**config.mk**
```make
export PLATFORM = sky130hd
export DESIGN_NAME = mem_arbiter
export DESIGN_NICKNAME = d
export VERILOG_FILES = /design/src/rtl/mem_arbiter_pkg.sv /design/src/rtl/rr_arbiter2.sv /design/src/rtl/mem_arbiter.sv
export SDC_FILE = /design/constraint.sdc
export NUM_CORES = 1
export LEC_CHECK = 0
export BUFFER_PORTS_ARGS = -buffer_cell sky130_fd_sc_hd__buf_2
export CAP_MARGIN = 20
export CORE_MARGIN = 3
export CORE_UTILIZATION = 39
export CTS_CLUSTER_DIAMETER = 150
export DETAILED_ROUTE_END_ITERATION = 8
export PLACE_DENSITY = 0.8
export SYNTH_ARGS = -nofsm -noshare
export SYNTH_HDL_FRONTEND = slang
export SYNTH_SLANG_ARGS = --single-unit
```
**constraint.sdc**
```tcl
create_clock -name clock -period 1.6 [get_ports clock]
set_clock_uncertainty 0.15 [all_clocks]
set_input_delay 0.4 -clock clock [delete_from_list [all_inputs] [get_ports clock]]
set_output_delay 0.4 -clock clock [all_outputs]
set_load 0.01 [all_outputs]
```
**src/rtl/mem_arbiter_pkg.sv**
```systemverilog
// Shared types and constants for the IFU/LSU memory-port arbiter.
// Enumerations are used by both the top-level FSM and the round-robin arbiter.
package mem_arbiter_pkg;

  typedef enum logic [1:0] {
    IDLE  = 2'd0,
    ISSUE = 2'd1,
    WAIT  = 2'd2,
    RESP  = 2'd3
  } state_e;

  typedef enum logic {
    GNT_IFU = 1'b0,
    GNT_LSU = 1'b1
  } grant_e;

  localparam logic [1:0] SZ_B = 2'd0;
  localparam logic [1:0] SZ_H = 2'd1;
  localparam logic [1:0] SZ_W = 2'd2;

  localparam logic [31:0] ERR_DATA_DEFAULT = 32'hDEADBEEF;

  // Bit 0 of a request/grant vector is the IFU, bit 1 the LSU.
  function automatic grant_e onehot_to_grant(input logic [1:0] gnt);
    return gnt[1] ? GNT_LSU : GNT_IFU;
  endfunction

endpackage

```
**src/rtl/rr_arbiter2.sv**
```systemverilog
// Two-way round-robin arbiter: combinational one-hot grant plus the
// last-grant register that breaks ties in favour of the other requester.
module rr_arbiter2
  import mem_arbiter_pkg::*;
(
  input  logic       clock,
  input  logic       reset,
  input  logic [1:0] req,
  input  logic       update,
  input  grant_e     update_grant,
  output logic [1:0] gnt
);

  grant_e last_q;

  always_ff @(posedge clock or negedge reset) begin
    if (!reset) begin
      last_q <= GNT_IFU;
    end else if (update) begin
      last_q <= update_grant;
    end
  end

  always_comb begin
    gnt = 2'b00;
    unique case (req)
      2'b01:   gnt = 2'b01;
      2'b10:   gnt = 2'b10;
      2'b11:   gnt = (last_q == GNT_IFU) ? 2'b10 : 2'b01;
      default: gnt = 2'b00;
    endcase
  end

endmodule

```
**src/rtl/mem_arbiter.sv**
```systemverilog
// Shares one memory port between the IFU and LSU, one transaction at a time.
// Optional watchdog on the WAIT state: define MEM_ARBITER_TIMEOUT_EN.
module mem_arbiter
  import mem_arbiter_pkg::*;
#(
  parameter int unsigned        ADDR_W         = 32,
  parameter int unsigned        DATA_W         = 32,
  parameter int unsigned        TIMEOUT_CYCLES = 1024,
  parameter logic [DATA_W-1:0]  ERR_DATA       = DATA_W'(ERR_DATA_DEFAULT)
) (
  input  logic              clock,
  input  logic              reset,
  input  logic              ifu_reqValid,
  input  logic [ADDR_W-1:0] ifu_addr,
  output logic              ifu_respValid,
  output logic [DATA_W-1:0] ifu_rdata,
  input  logic              lsu_reqValid,
  input  logic [ADDR_W-1:0] lsu_addr,
  input  logic              lsu_wen,
  input  logic [DATA_W-1:0] lsu_wdata,
  input  logic [3:0]        lsu_wmask,
  input  logic [1:0]        lsu_size,
  output logic              lsu_respValid,
  output logic [DATA_W-1:0] lsu_rdata,
  output logic              mem_reqValid,
  output logic [ADDR_W-1:0] mem_addr,
  output logic              mem_wen,
  output logic [DATA_W-1:0] mem_wdata,
  output logic [3:0]        mem_wmask,
  output logic [1:0]        mem_size,
  input  logic              mem_respValid,
  input  logic [DATA_W-1:0] mem_rdata,
`ifdef MEM_ARBITER_TIMEOUT_EN
  output logic              timeout_err,
`endif
  output logic              busy
);

  state_e            state_q, state_d;
  grant_e            owner_q, owner_d;
  logic [ADDR_W-1:0] addr_q, addr_d;
  logic              wen_q, wen_d;
  logic [DATA_W-1:0] wdata_q, wdata_d;
  logic [3:0]        wmask_q, wmask_d;
  logic [1:0]        size_q, size_d;
  logic [DATA_W-1:0] rdata_q, rdata_d;
  logic [1:0]        gnt;

`ifdef MEM_ARBITER_TIMEOUT_EN
  localparam int unsigned CntW = $clog2(TIMEOUT_CYCLES + 1);
  logic [CntW-1:0] cnt_q;
  logic            terr_q;
  logic            timeout_fire;
`endif

  // Tie-break history only moves when a response is actually delivered.
  rr_arbiter2 u_rr_arbiter2 (
    .clock        (clock),
    .reset        (reset),
    .req          ({lsu_reqValid, ifu_reqValid}),
    .update       (state_q == RESP),
    .update_grant (owner_q),
    .gnt          (gnt)
  );

  always_comb begin
    state_d = state_q;
    owner_d = owner_q;
    addr_d  = addr_q;
    wen_d   = wen_q;
    wdata_d = wdata_q;
    wmask_d = wmask_q;
    size_d  = size_q;
    rdata_d = rdata_q;
`ifdef MEM_ARBITER_TIMEOUT_EN
    timeout_fire = 1'b0;
`endif
    unique case (state_q)
      IDLE: begin
        if (gnt != 2'b00) begin
          owner_d = onehot_to_grant(gnt);
          state_d = ISSUE;
          if (gnt[1]) begin
            addr_d  = lsu_addr;
            wen_d   = lsu_wen;
            wdata_d = lsu_wdata;
            wmask_d = lsu_wmask;
            size_d  = lsu_size;
          end else begin
            addr_d  = ifu_addr;
            wen_d   = 1'b0;
            wdata_d = '0;
            wmask_d = 4'b0000;
            size_d  = SZ_W;
          end
        end
      end
      ISSUE: begin
        if (mem_respValid) begin
          rdata_d = mem_rdata;
          state_d = RESP;
        end else begin
          state_d = WAIT;
        end
      end
      WAIT: begin
        if (mem_respValid) begin
          rdata_d = mem_rdata;
          state_d = RESP;
`ifdef MEM_ARBITER_TIMEOUT_EN
        end else if (cnt_q == CntW'(TIMEOUT_CYCLES - 1)) begin
          rdata_d      = ERR_DATA;
          state_d      = RESP;
          timeout_fire = 1'b1;
`endif
        end
      end
      RESP: begin
        state_d = IDLE;
      end
      default: begin
        state_d = IDLE;
      end
    endcase
  end

  always_ff @(posedge clock or negedge reset) begin
    if (!reset) begin
      state_q <= IDLE;
      owner_q <= GNT_IFU;
      addr_q  <= '0;
      wen_q   <= 1'b0;
      wdata_q <= '0;
      wmask_q <= 4'b0000;
      size_q  <= 2'b00;
      rdata_q <= '0;
    end else begin
      state_q <= state_d;
      owner_q <= owner_d;
      addr_q  <= addr_d;
      wen_q   <= wen_d;
      wdata_q <= wdata_d;
      wmask_q <= wmask_d;
      size_q  <= size_d;
      rdata_q <= rdata_d;
    end
  end

`ifdef MEM_ARBITER_TIMEOUT_EN
  // Cleared during ISSUE so the first WAIT cycle sees a count of zero.
  always_ff @(posedge clock or negedge reset) begin
    if (!reset) begin
      cnt_q  <= '0;
      terr_q <= 1'b0;
    end else begin
      if (state_q == ISSUE) begin
        cnt_q <= '0;
      end else if ((state_q == WAIT) && (cnt_q != {CntW{1'b1}})) begin
        cnt_q <= cnt_q + 1'b1;
      end
      terr_q <= terr_q | timeout_fire;
    end
  end

  assign timeout_err = terr_q;
`endif

  assign mem_reqValid  = (state_q == ISSUE);
  assign ifu_respValid = (state_q == RESP) && (owner_q == GNT_IFU);
  assign lsu_respValid = (state_q == RESP) && (owner_q == GNT_LSU);
  assign ifu_rdata     = rdata_q;
  assign lsu_rdata     = rdata_q;
  assign mem_addr      = addr_q;
  assign mem_wen       = wen_q;
  assign mem_wdata     = wdata_q;
  assign mem_wmask     = wmask_q;
  assign mem_size      = size_q;
  assign busy          = (state_q != IDLE);

endmodule

```
# After elaboration in Yosys (flattened, before gate mapping)
# Index checks and enable logic that the tools add are counted.
# Widths: inputs -> output; s select.
# word_totals
register_bits	107
input_bits	140
output_inout_bits	139
word_cells	39
# op_classes
n_eq_ne	8
n_mux	12
n_bitwise	1
reduce_logical	9
# op_table
operator	count
$mux 32	2
$eq 2x2->1 const B	4
$mux 2	4
$pmux 2 s4	1
$pmux 2 s3	1
$reduce_and 2->1	3
$eq 2x1->1 const B	2
$mux 4	1
$ne 2x2->1 const B	2
$reduce_bool 2->1	2
$mux 1	3
$logic_and 1x1->1	2
$logic_not 2->1	1
$reduce_or 2->1	1
$not 1->1	1

# Logic depth before layout (Yosys ltp)
# Gate-level depths: netlist of run 1.
# depth
word_depth	5
mapped_depth	7
depth_no_buf	5

# Modules after synthesis
# A second synthesis of run 1 with hierarchy kept.
# unflattened
cells_unflattened	438
area_unflattened_um2	4694.5
# by_module_without_submodules
module	n_inst	cells_each	area_per_inst_um2
mem_arbiter	1	432	4634.4
rr_arbiter2	1	6	60.1

# Worst setup path after synthesis of run 1
# OpenSTA, ideal clock, no wires.
# synth_path
kind	flip-flop to flip-flop
start	reg state_q[0]
end	reg state_q[1]
setup_time_ns	0.127
arrival_ns	1.486
required_time_ns	1.323
slack_ns	-0.164
stages_incl_launch_ff	6
period_less_slack_ns	1.764
path_cell_list	dfrtp_1 -> inv_1 -> ha_1 -> inv_2 -> o32a_1 -> mux2_1
# synth_between
elab_chain_cells	3
elab_cells_between_ends	8
# synth_lines
item	line	rtl
start, declared	mem_arbiter.sv:39	state_e state_q, state_d;
start signal, assigned	mem_arbiter.sv:138	state_q <= state_d;
$eq 2x2->1 or $logic_not 2->1 (tied branches)	mem_arbiter.sv:78	unique case (state_q)
$ne 2x2->1 (no line)	n/a	
$reduce_and 2->1 (no line)	n/a	
# Parallel ways exist; a longest one is shown, timed or not.
# A chain may end at the register's enable or synchronous reset.

# Final worst setup path of run 1
# layout_path
start	reg state_q[0]
end	out lsu_respValid
# layout_between
elab_chain_cells	2
# layout_lines
item	line	rtl
$eq 2x2->1	mem_arbiter.sv:170	assign lsu_respValid = (state_q == RESP) && (owner_q == GNT_LSU);
$logic_and 1x1->1	mem_arbiter.sv:170	
end, declared	mem_arbiter.sv:23	output logic lsu_respValid,
# Every way passes these cells.

==> results of run 1 <==
[sequential cells by signal, summed over array words and instances (netlist names)]
signal,cells
ifu_rdata,32
mem_addr,32
mem_size,2
mem_wdata,32
mem_wen,1
mem_wmask,4
owner_q,1
state_q,2
u_rr_arbiter2.last_q,1
[cells by family after synthesis]
family,Yosys count,share of synthesized area (%)
adder cells (fa/ha/maj),4,1.11
AND/OR/NAND/NOR,69,6.21
flip-flops,107,59.3
AO/OA/AOI/OAI,111,16.2
buffers and inverters,60,8.48
multiplexers,35,8.70
[cell usage after synthesis]
| cell type | count |
|---|---|
| inv_2 | 1 |
| o22a_1 | 1 |
| dfrtp_1 | 107 |
| a21oi_1 | 65 |
| mux2_1 | 1 |
| clkbuf_1 | 7 |
| a22o_1 | 38 |
| a21boi_2 | 1 |
| buf_4 | 32 |
| buf_2 | 12 |
| mux2_2 | 33 |
| and2_1 | 1 |
| mux2i_1 | 1 |
| buf_1 | 2 |
| nor2_1 | 33 |
| buf_6 | 3 |
| o21a_1 | 1 |
| o32a_1 | 2 |
| o21ai_2 | 1 |
| ha_1 | 4 |
| a21bo_1 | 1 |
| nand2_1 | 33 |
| inv_1 | 3 |
| nor2_8 | 1 |
| nor2b_1 | 1 |
| a21o_1 | 1 |
[routing by layer]
layer	GRT usage, %	wire (µm)	up-vias
met5	0	0	-
met4	5.85	236	0
met3	3.29	1120	22
met2	33.2	7950	204
met1	23.5	5750	2021
li1	-	-	1889
[through the flow]
| step | hold slack (ns) | util, % | total power [mW] |
|---|---|---|---|
| finish | 0.125 | 66.0 | 15.8 |
| detailed placement | 0.278 | 53.5 | 11.0 |
| CTS | 0.113 | 58.8 | 14.1 |
| global placement | 0.267 | 53.5 | 10.8 |
| global route | 0.116 | 66.0 | 16.7 |
| floorplan | -0.0456 | - | 8.81 |
[worst max-delay path by stage]
stage / cells past startpoint / slack, ns / start / end
detailed placement: 4 / -0.08 / lsu_reqValid / mem_wdata[29]$_DFFE_PN0P_
global route: 4 / -0.29 / state_q[0]$_DFFE_PN0P_ / lsu_respValid
floorplan: 5 / -0.04 / state_q[0]$_DFFE_PN0P_ / ifu_rdata[10]$_DFFE_PN0P_
finish: 4 / -0.26 / state_q[0]$_DFFE_PN0P_ / lsu_respValid
global placement: 4 / -0.02 / lsu_reqValid / mem_wdata[1]$_DFFE_PN0P_
CTS: 4 / -0.27 / state_q[0]$_DFFE_PN0P_ / ifu_respValid
[layout make-up]
class                      count  area share [%]
tap                          140            2.39
timing repair buffer         328            29.5
inverter                       4           0.274
multi-input combinational    223            27.1
clock buffer                  11            3.46
clock inverter                 4           0.684
sequential                   107            36.6
[power breakdown]
group / total [mW] / switching [mW] / internal (mW)
registers: 5.00 / 0.931 / 4.07
logic: 8.53 / 4.11 / 4.42
clock network: 2.25 / 0.960 / 1.29
total: 15.8 / 6.00 / 9.78
[timing repair]
item | 4_1_cts | 5_1_grt
pin swaps | 6 | 39
hold buffers | 1 | 0
setup buffers | 10 | 12
gates resized for setup | 22 | 127
gates cloned | 4 | 14
endpoints found under the setup margin | 75 | 109
endpoints found under the hold margin | 107 | 0
[layout by cell type (no fill, tap or decap), types with 2 or more instances in the layout]
cell type / n
a21oi_1: 18
a21oi_2: 32
a21oi_4: 15
a22o_1: 38
buf_12: 10
buf_2: 273
buf_4: 10
buf_6: 24
buf_8: 2
clkbuf_16: 16
clkbuf_8: 2
clkinvlp_4: 2
dfrtp_1: 107
ha_4: 3
inv_2: 2
mux2_2: 29
mux2_4: 5
nand2_1: 32
nor2_1: 12
nor2_2: 13
nor2_4: 11
o21ai_4: 2
o32a_1: 2
==> out/summary.txt, run 1 <==
Status: finished with violations
Failing checks: setup timing
Routed WL: 15.1 mm
Max Transition Viols Final: 0
Worst reg2reg endpoint: mem_addr[3]$_DFFE_PN0P_
RSZ-0062 raised after global routing: true
Area occupied by registers: 0.00268 mm²
P&R area growth vs syn: 62.0%
Worst Path Required: 1.05 ns
Post-Synthesis Cells: 386
Placed insts: 763
GR Overflow Total: 0
GP Congestion: 0.818
Per-cell routed wire length: 18.4 µm
CP Capture Type: primary output
Distinct cells, synth: 26
Post-synth net total: 530
Pwr per Cell Area: 2160 mW/mm²
# nets final: 817
Sum Neg Setup Slack: -4.45 ns
Post-route insts no fill: 817
Synth Register Bits: 107
Synth warn: 0
Num ports: 279
Clock-pin slew on the worst setup and hold paths: 0.07 ns
CTS tree: done
Die ar.: 0.0129 mm²
Syn_area_per_cell: 11.7 µm²
Clk root buf: clkbuf_16
Drt pass-1 iters: 4
Final worst slack: -0.258 ns
Yosys top cell by area: dfrtp_1
CP max-delay cell: dfrtp_1
Design Area, Final: 0.00731 mm²
Tightest Hold Check Type: input pin to flop
Proportion of layout cells with a drive suffix above 1: 68.2%
Max rail drop VDD: 1.24 mV
Post-Synthesis Cell Area: 0.00452 mm²
Placed cell areas: 0.00593 mm²
Worst-Margin Slew: 0.359 ns
CTS Sinks: 107
Fmax achieved: 538 MHz
Largest net degree at the start of global routing: 55
Chip width: 114 µm
WHS Endpoint: mem_wdata[31]$_DFFE_PN0P_
Reg2Reg Launch Point: state_q[0]$_DFFE_PN0P_
Tmin final: 1.86 ns
Clk_lat worst skew: 0.33 ns
Yosys top cell area share: 59.3%
Final Hold Violating Endpoints: 0
CTS Buf Count: 9
Total core area: 0.0111 mm²
Gr usage total: 18.8%
FILL cells: 791
LEAKAGE: 3.64 nW
Max Cap Viol: 0
Vias per std cell: 5.06
Max-slew headroom: 76.1%
# diodes: 0
Multi-input gate area: 0.00198 mm²
Die height: 114 µm
Max incr delay on CP: 0.42 ns
Antenna violations before repair: 0
R2R setup slack: -0.11 ns
Crit path max-delay family: flip-flops
WP data arrival: 1.31 ns
Htree depth: 3
Final setup violation count: 55
Vias in the first global route: 3963
Fin crit share: 116%
Vias: 4136
Sequential share of the synthesized area: 59.3%
Post-DRT Antenna Nets: 0
Worst hold stages: 2
CP most frequent cell: buf_6
# DRC: 0
CP Buf/Inv Count: 2
IO buf count: 278
Min-Delay Startpoint: lsu_wdata[31]
CP cell instances: buf_6 > ha_4 > and2_4 > buf_6
CP max FO: 3
Core Rows: 38
Initial Utilization: 40.8%
DP Worst Slack: -0.0839 ns
Synth area leaders: dfrtp_1, mux2_2, a22o_1, a21oi_1, buf_4
CP Launch Type: flop
CP Class: flop to primary output
Reg2reg path depth: 8
Clock tree buffer depth: 2
DP Wirelength: 8.89 mm
First-pass GRT wire length: 19.5 mm
Starting DRC count in detailed routing: 173
(Power assumes the default switching activity.)
==> run 2: changes to the inputs <==
--- a/config.mk
+++ b/config.mk
@@ -12,6 +12,7 @@
 export CTS_CLUSTER_DIAMETER = 150
 export DETAILED_ROUTE_END_ITERATION = 8
 export PLACE_DENSITY = 0.8
+export SKIP_LAST_GASP = 1
 export SYNTH_ARGS = -nofsm -noshare
 export SYNTH_HDL_FRONTEND = slang
 export SYNTH_SLANG_ARGS = --single-unit
==> constraint.sdc (replaced) <==
create_clock -name clock -period 1.59 [get_ports clock]
set_clock_uncertainty 0.15 [all_clocks]
set_input_delay 0.3975 -clock clock [delete_from_list [all_inputs] [get_ports clock]]
set_output_delay 0.3975 -clock clock [all_outputs]
set_load 0.01 [all_outputs]
==> run 2 against run 1 <==
Clock power decreased by 7%. Worst hold slack better by 0.0033 ns. Sequential cell count unchanged. Combinational power is 2% higher. Critical path type unchanged. Global-route usage increased by 1.6 points. Utilization fell by 0.29 points. The flow still finishes with violations (setup timing). Sequential power up 2%. Critical path depth unchanged. Routed wire length rose by 0.71%. Design area shrank 0.44%.
==> out/summary.txt, run 2 (synthesized netlist as in run 1, its figures left out) <==
Clk root buf: clkbuf_16
Placed insts: 764
P_int: 9.86 mW
Clock tree buffer depth: 2
LEAKAGE: 3.64 nW
Post-route insts no fill: 811
Clk pwr share: 13.2%
Most common cell after layout, fill and taps aside: buf_2
Grt peak-use layer: met2
Max-slew headroom: 64.6%
Worst-Margin Slew: 0.530 ns
Max Transition Viols Final: 0
GR met1 Demand/Resource: 24.8%
CP Launch Type: flop
Failing checks: setup timing
CP most frequent cell: buf_6
Max incr delay on CP: 0.41 ns
Worst hold stages: 2
Clk_lat worst skew: 0.32 ns
Tmin final: 1.83 ns
First-pass GRT wire length: 20.9 mm
RSZ-0062 raised after global routing: true
FILL cells: 817
GP Congestion: 0.818
Final setup violation count: 80
Final worst slack: -0.238 ns
CP max-delay cell: dfrtp_1
Starting DRC count in detailed routing: 211
GR Util met2: 37.4%
Gr usage total: 20.4%
CP Class: flop to primary output
DP Worst Slack: -0.0985 ns
Core Rows: 38
IO buf count: 278
Die ar.: 0.0129 mm²
Vias: 4134
GR Overflow Total: 0
Initial Utilization: 40.8%
Total core area: 0.0111 mm²
CP Capture Type: primary output
Worst Path Required: 1.04 ns
# DRC: 0
Seq pwr share: 32.0%
Vias per std cell: 5.10
Fin crit share: 115%
Post-DRT Antenna Nets: 0
Num ports: 279
# diodes: 0
Per-cell routed wire length: 18.7 µm
Combinational share of power: 54.8%
CP max FO: 3
# nets final: 813
Overall Power: 15.9 mW
P&R area growth vs syn: 61.3%
Chip width: 114 µm
CTS Sinks: 107
Tightest Hold Check Type: input pin to flop
M3 GR Usage: 2.92%
CP Buf/Inv Count: 2
Total number of cells along the worst setup path: 4
Drt pass-1 iters: 5
Max Cap Viol: 0
DP Wirelength: 8.92 mm
CTS Buf Count: 9
Pwr per Cell Area: 2180 mW/mm²
CP cell instances: buf_6 > ha_4 > and2_4 > buf_6
CTS tree: done
Fin util: 65.7%
Fmax achieved: 547 MHz
Final Hold Violating Endpoints: 0
WP data arrival: 1.28 ns
P_sw: 6.04 mW
Routed WL: 15.2 mm
Clock-pin slew on the worst setup and hold paths: 0.07 ns
Die height: 114 µm
Design Area, Final: 0.00728 mm²
Max rail drop VDD: 1.17 mV
Switching Fraction: 38.0%
Most frequent cells in the layout: buf_2, dfrtp_1, a22o_1
Reg2reg path depth: 9
Antenna violations before repair: 0
Vias in the first global route: 4103
Crit path max-delay family: flip-flops
Proportion of layout cells with a drive suffix above 1: 68.0%
Status: finished with violations
Htree depth: 3
Placed cell areas: 0.00593 mm²
Largest net degree at the start of global routing: 55
==> run 2: cell count changes in the layout (fill, tap and decap cells not counted), sizes merged <==
cell,change
clkinv,+2
clkinvlp,-2
nor2,-1
clkbuf,-2
buf,-2
o21ai,-1
==> run 2: metal layers <==
layer  up-vias  wire length (µm)
li1       1879                 -
met1      2029              5870
met2       209              8060
met3        17              1020
met4         0               217
met5         -                 0
==> run 2: final timing paths <==
path                                      startpoint                   endpoint  slack (ns)
setup reg to reg              state_q[1]$_DFFE_PN0P_   mem_addr[27]$_DFFE_PN0P_       -0.21
setup / recovery              state_q[0]$_DFFE_PN0P_              lsu_respValid       -0.24
hold / removal                           lsu_size[0]    mem_size[0]$_DFFE_PN0P_        0.13
min in group asynchronous                      reset  mem_wdata[20]$_DFFE_PN0P_        0.47
max in group asynchronous                      reset   mem_addr[27]$_DFFE_PN0P_        0.55
hold reg to reg            mem_wdata[12]$_DFFE_PN0P_  mem_wdata[12]$_DFFE_PN0P_        0.35
==> run 2: repair_timing <==
item	in CTS	in global routing
hold endpoints to repair	107	0
hold buffers	1	0
setup buffers	10	6
gates resized for setup	27	114
pin swaps	10	54
gates cloned	9	8
endpoints found under the setup margin	44	110
==> run 2: area by class of cell <==
type	count	area (µm²)	share of cell area (%)
flip-flops and latches	107	2680	36.8
inverters	4	20.0	0.275
clock inverters	4	45.0	0.619
multi-input cells	221	1940	26.6
repair buffers	326	2200	30.2
clock buffers	9	225	3.09
well taps	140	175	2.41
==> run 2: power by group through the flow <==
| stage | sequential (mW) | combinational (mW) | clock [mW] |
|---|---|---|---|
| CTS | 4.90 | 7.37 | 2.15 |
| finish | 5.09 | 8.72 | 2.10 |
| detailed placement | 4.91 | 6.23 | 0 |
| global route | 5.25 | 9.28 | 2.26 |
| floorplan | 5.51 | 3.36 | 0 |
| global placement | 4.86 | 6.04 | 0 |
==> run 2: worst register-to-register path: stages, from the launching register on <==
cell and delay (ns):
dfrtp_1 0.40, inv_2 0.10, ha_4 0.18, buf_6 0.11
buf_6 0.10, buf_6 0.09, o21a_4 0.22, clkbuf_16 0.22
nor2_1 0.05, a21oi_1 0.11
==> run 2: per-stage QoR <==
stage               TNS (ns)  hold slack [ns]
floorplan              -1.48          -0.0481
global placement       -1.07            0.264
detailed placement     -3.92            0.272
CTS                   -10.51            0.111
global route          -18.67            0.119
finish                -12.58            0.128
==> run 3: changes to the inputs <==
--- a/config.mk
+++ b/config.mk
@@ -11,8 +11,9 @@
 export CORE_UTILIZATION = 39
 export CTS_CLUSTER_DIAMETER = 150
 export DETAILED_ROUTE_END_ITERATION = 8
-export PLACE_DENSITY = 0.8
+export PLACE_DENSITY = 0.79
 export SKIP_LAST_GASP = 1
 export SYNTH_ARGS = -nofsm -noshare
 export SYNTH_HDL_FRONTEND = slang
+export SYNTH_HIERARCHICAL = 1
 export SYNTH_SLANG_ARGS = --single-unit
==> run 3 against run 2 <==
The flow still finishes with violations (setup timing). Power rose by 6.4%. Critical endpoint unchanged. Highest routed layer unchanged. Die area increased by 3.7%. Sequential share of layout area shrank 3.3 points. Synthesized cell count rose by 13%.
==> out/summary.txt, run 3 <==
Status: finished with violations
Failing checks: setup timing
Worst hold stages: 2
RSZ-0062 raised after global routing: true
XOR/XNOR share of the synthesized area: 0%
Proportion of layout cells with a drive suffix above 1: 67.6%
Worst reg2reg endpoint: mem_addr[23]$_DFFE_PN0P_
Min-Delay Startpoint: mem_rdata[25]
Post-DRT Antenna Nets: 0
Reg2Reg Launch Point: state_q[1]$_DFFE_PN0P_
# DRC: 0
Vias per std cell: 5.12
Yosys top cell area share: 57.0%
Synth Register Bits: 107
Fmax achieved: 547 MHz
Largest family of logic cells by synthesized area: multiplexers
Synth top cells by count: nand2_1, dfrtp_1, nand3_1
Clock tree buffer depth: 2
Largest net degree at the start of global routing: 56
Worst-Margin Slew: 0.288 ns
GR Overflow Total: 0
Vias in the first global route: 4148
DP Wirelength: 9.54 mm
Gr usage total: 19.2%
Initial Utilization: 40.4%
LEAKAGE: 4.33 nW
DP Worst Slack: -0.104 ns
IO buf count: 278
Worst Path Required: 1.04 ns
Max incr delay on CP: 0.40 ns
CP Class: flop to primary output
Routed length on met2: 8.73 mm
CTS tree: done
CP max FO: 4
# diodes: 0
Htree depth: 3
WP data arrival: 1.28 ns
WHS Endpoint: ifu_rdata[25]$_DFFE_PN0P_
Post-Synthesis Cell Area: 0.00469 mm²
Distinct cells, synth: 21
CP max-delay cell: dfrtp_1
P&R area growth vs syn: 70.3%
WHS: 0.134 ns
Number of synthesized flops with an enable pin: 0
Vias: 4492
Most common cell after layout, fill and taps aside: buf_2
CTS Sinks: 107
R2R setup slack: -0.17 ns
Per-cell routed wire length: 19.4 µm
Num ports: 279
Antenna violations before repair: 0
Post-synthesis compound-gate area fraction: 4.80%
CP cell instances: buf_6 > ha_4 > and2_4 > buf_6
Starting DRC count in detailed routing: 305
Synth warn: 6
# nets final: 876
Yosys top cell by area: dfrtp_1
Post-synth net total: 583
CTS Buf Count: 9
Final Hold Violating Endpoints: 0
Tightest Hold Check Type: input pin to flop
Routed WL: 17.0 mm
Post-synthesis mux area share: 15.0%
Clk root buf: clkbuf_16
Total core area: 0.0116 mm²
Final worst slack: -0.239 ns
Async SR Flop Fraction: 100%
Most common cell in the netlist: nand2_1
Die height: 116 µm
Max Cap Viol: 0
Top_reg_cell synth: dfrtp_1
Sum Neg Setup Slack: -8.92 ns
Adder-cell share of the synthesized area: 1.33%
Chip width: 116 µm
Tmin final: 1.83 ns
Final setup violation count: 78
Overall Power: 16.9 mW
GP Congestion: 0.785
Die ar.: 0.0134 mm²
CP Capture Type: primary output
DRT met1 WL: 6.64 mm
Drt pass-1 iters: 4
Max rail drop VDD: 0.937 mV
First-pass GRT wire length: 20.3 mm
Reg2reg path depth: 10
Synth Area in Simple Gates: 13.6%
Fin crit share: 115%
CP most frequent cell: buf_6
Clock-pin slew on the worst setup and hold paths: 0.07 ns
Clk_lat worst skew: 0.34 ns
Max-slew headroom: 80.8%
Syn_area_per_cell: 10.7 µm²
Top Metal Used: met4
CP Launch Type: flop
Max Transition Viols Final: 0
Pwr per Cell Area: 2120 mW/mm²
Post-Synthesis Cells: 438
Synth area leaders: dfrtp_1, nand2_1, mux2_1, mux2i_1, buf_4
WL met3: 1.11 mm
Sequential share of the synthesized area: 57.0%
Most frequent cells in the layout: buf_2, dfrtp_1, nand2_1
Core Rows: 39
-- run 3: logic make-up after synthesis --
family / Yosys count
compound gates: 40
buf+inv: 64
fa+ha+maj: 5
mux: 66
simple gates: 156
flops: 107
-- run 3: per-stage QoR --
stage | cell area [µm²] | util, % | instances
after floorplan | 4780 | - | 438
after global placement | 6220 | 53.6 | 819
after detailed placement | 6220 | 53.6 | 819
after CTS | 6900 | 59.4 | 848
after global routing | 7990 | 68.8 | 877
final | 7990 | 68.8 | 877
-- run 3: where the power goes --
group	leakage (nW)	total [mW]	switching [mW]	internal (mW)
clock	0.155	2.41	0.957	1.45
sequential	1.32	5.08	1.07	4.01
combinational	2.86	9.44	4.44	5.01
-- run 3: area by class of cell --
type	instances	area, µm²
repair buffers	341	2510
clock buffers	12	256
multi-input cells	267	2290
flip-flops and latches	107	2680
clock inverters	2	60.1
well taps	143	179
inverters	5	21.3
fillers	803	3620
-- run 3: metal layers --
layer	GRT usage (%)	vias to the layer above
met1	22.6	2206
met5	0	-
met2	33.7	211
li1	-	2022
met3	4.91	53
met4	7.81	0
-- run 3: repair_timing --
action,4_1_cts,5_1_grt
setup buffers,9,14
endpoints found under the hold margin,107,0
cloned,6,18
gates resized for setup,28,172
endpoints found under the setup margin,43,110
pin swaps,4,73
hold buffers,1,0
-- run 3: worst max-delay path by stage --
stage,to,from,slack (ns)
floorplan,state_q[1]$_DFFE_PN0P_,state_q[0]$_DFFE_PN0P_,-0.1
global placement,mem_addr[23]$_DFFE_PN0P_,lsu_reqValid,-0.05
detailed placement,mem_addr[13]$_DFFE_PN0P_,lsu_reqValid,-0.10
CTS,ifu_respValid,state_q[0]$_DFFE_PN0P_,-0.26
global route,lsu_respValid,state_q[0]$_DFFE_PN0P_,-0.28
finish,lsu_respValid,state_q[0]$_DFFE_PN0P_,-0.24
-- run 3: worst max-delay path: cells and delay by family, from the launching register on --
family	cells	cell delay [ns]
DFF	1	0.40
adders and majority gates	1	0.16
buffers and inverters	2	0.25
and+or+nand+nor	1	0.13
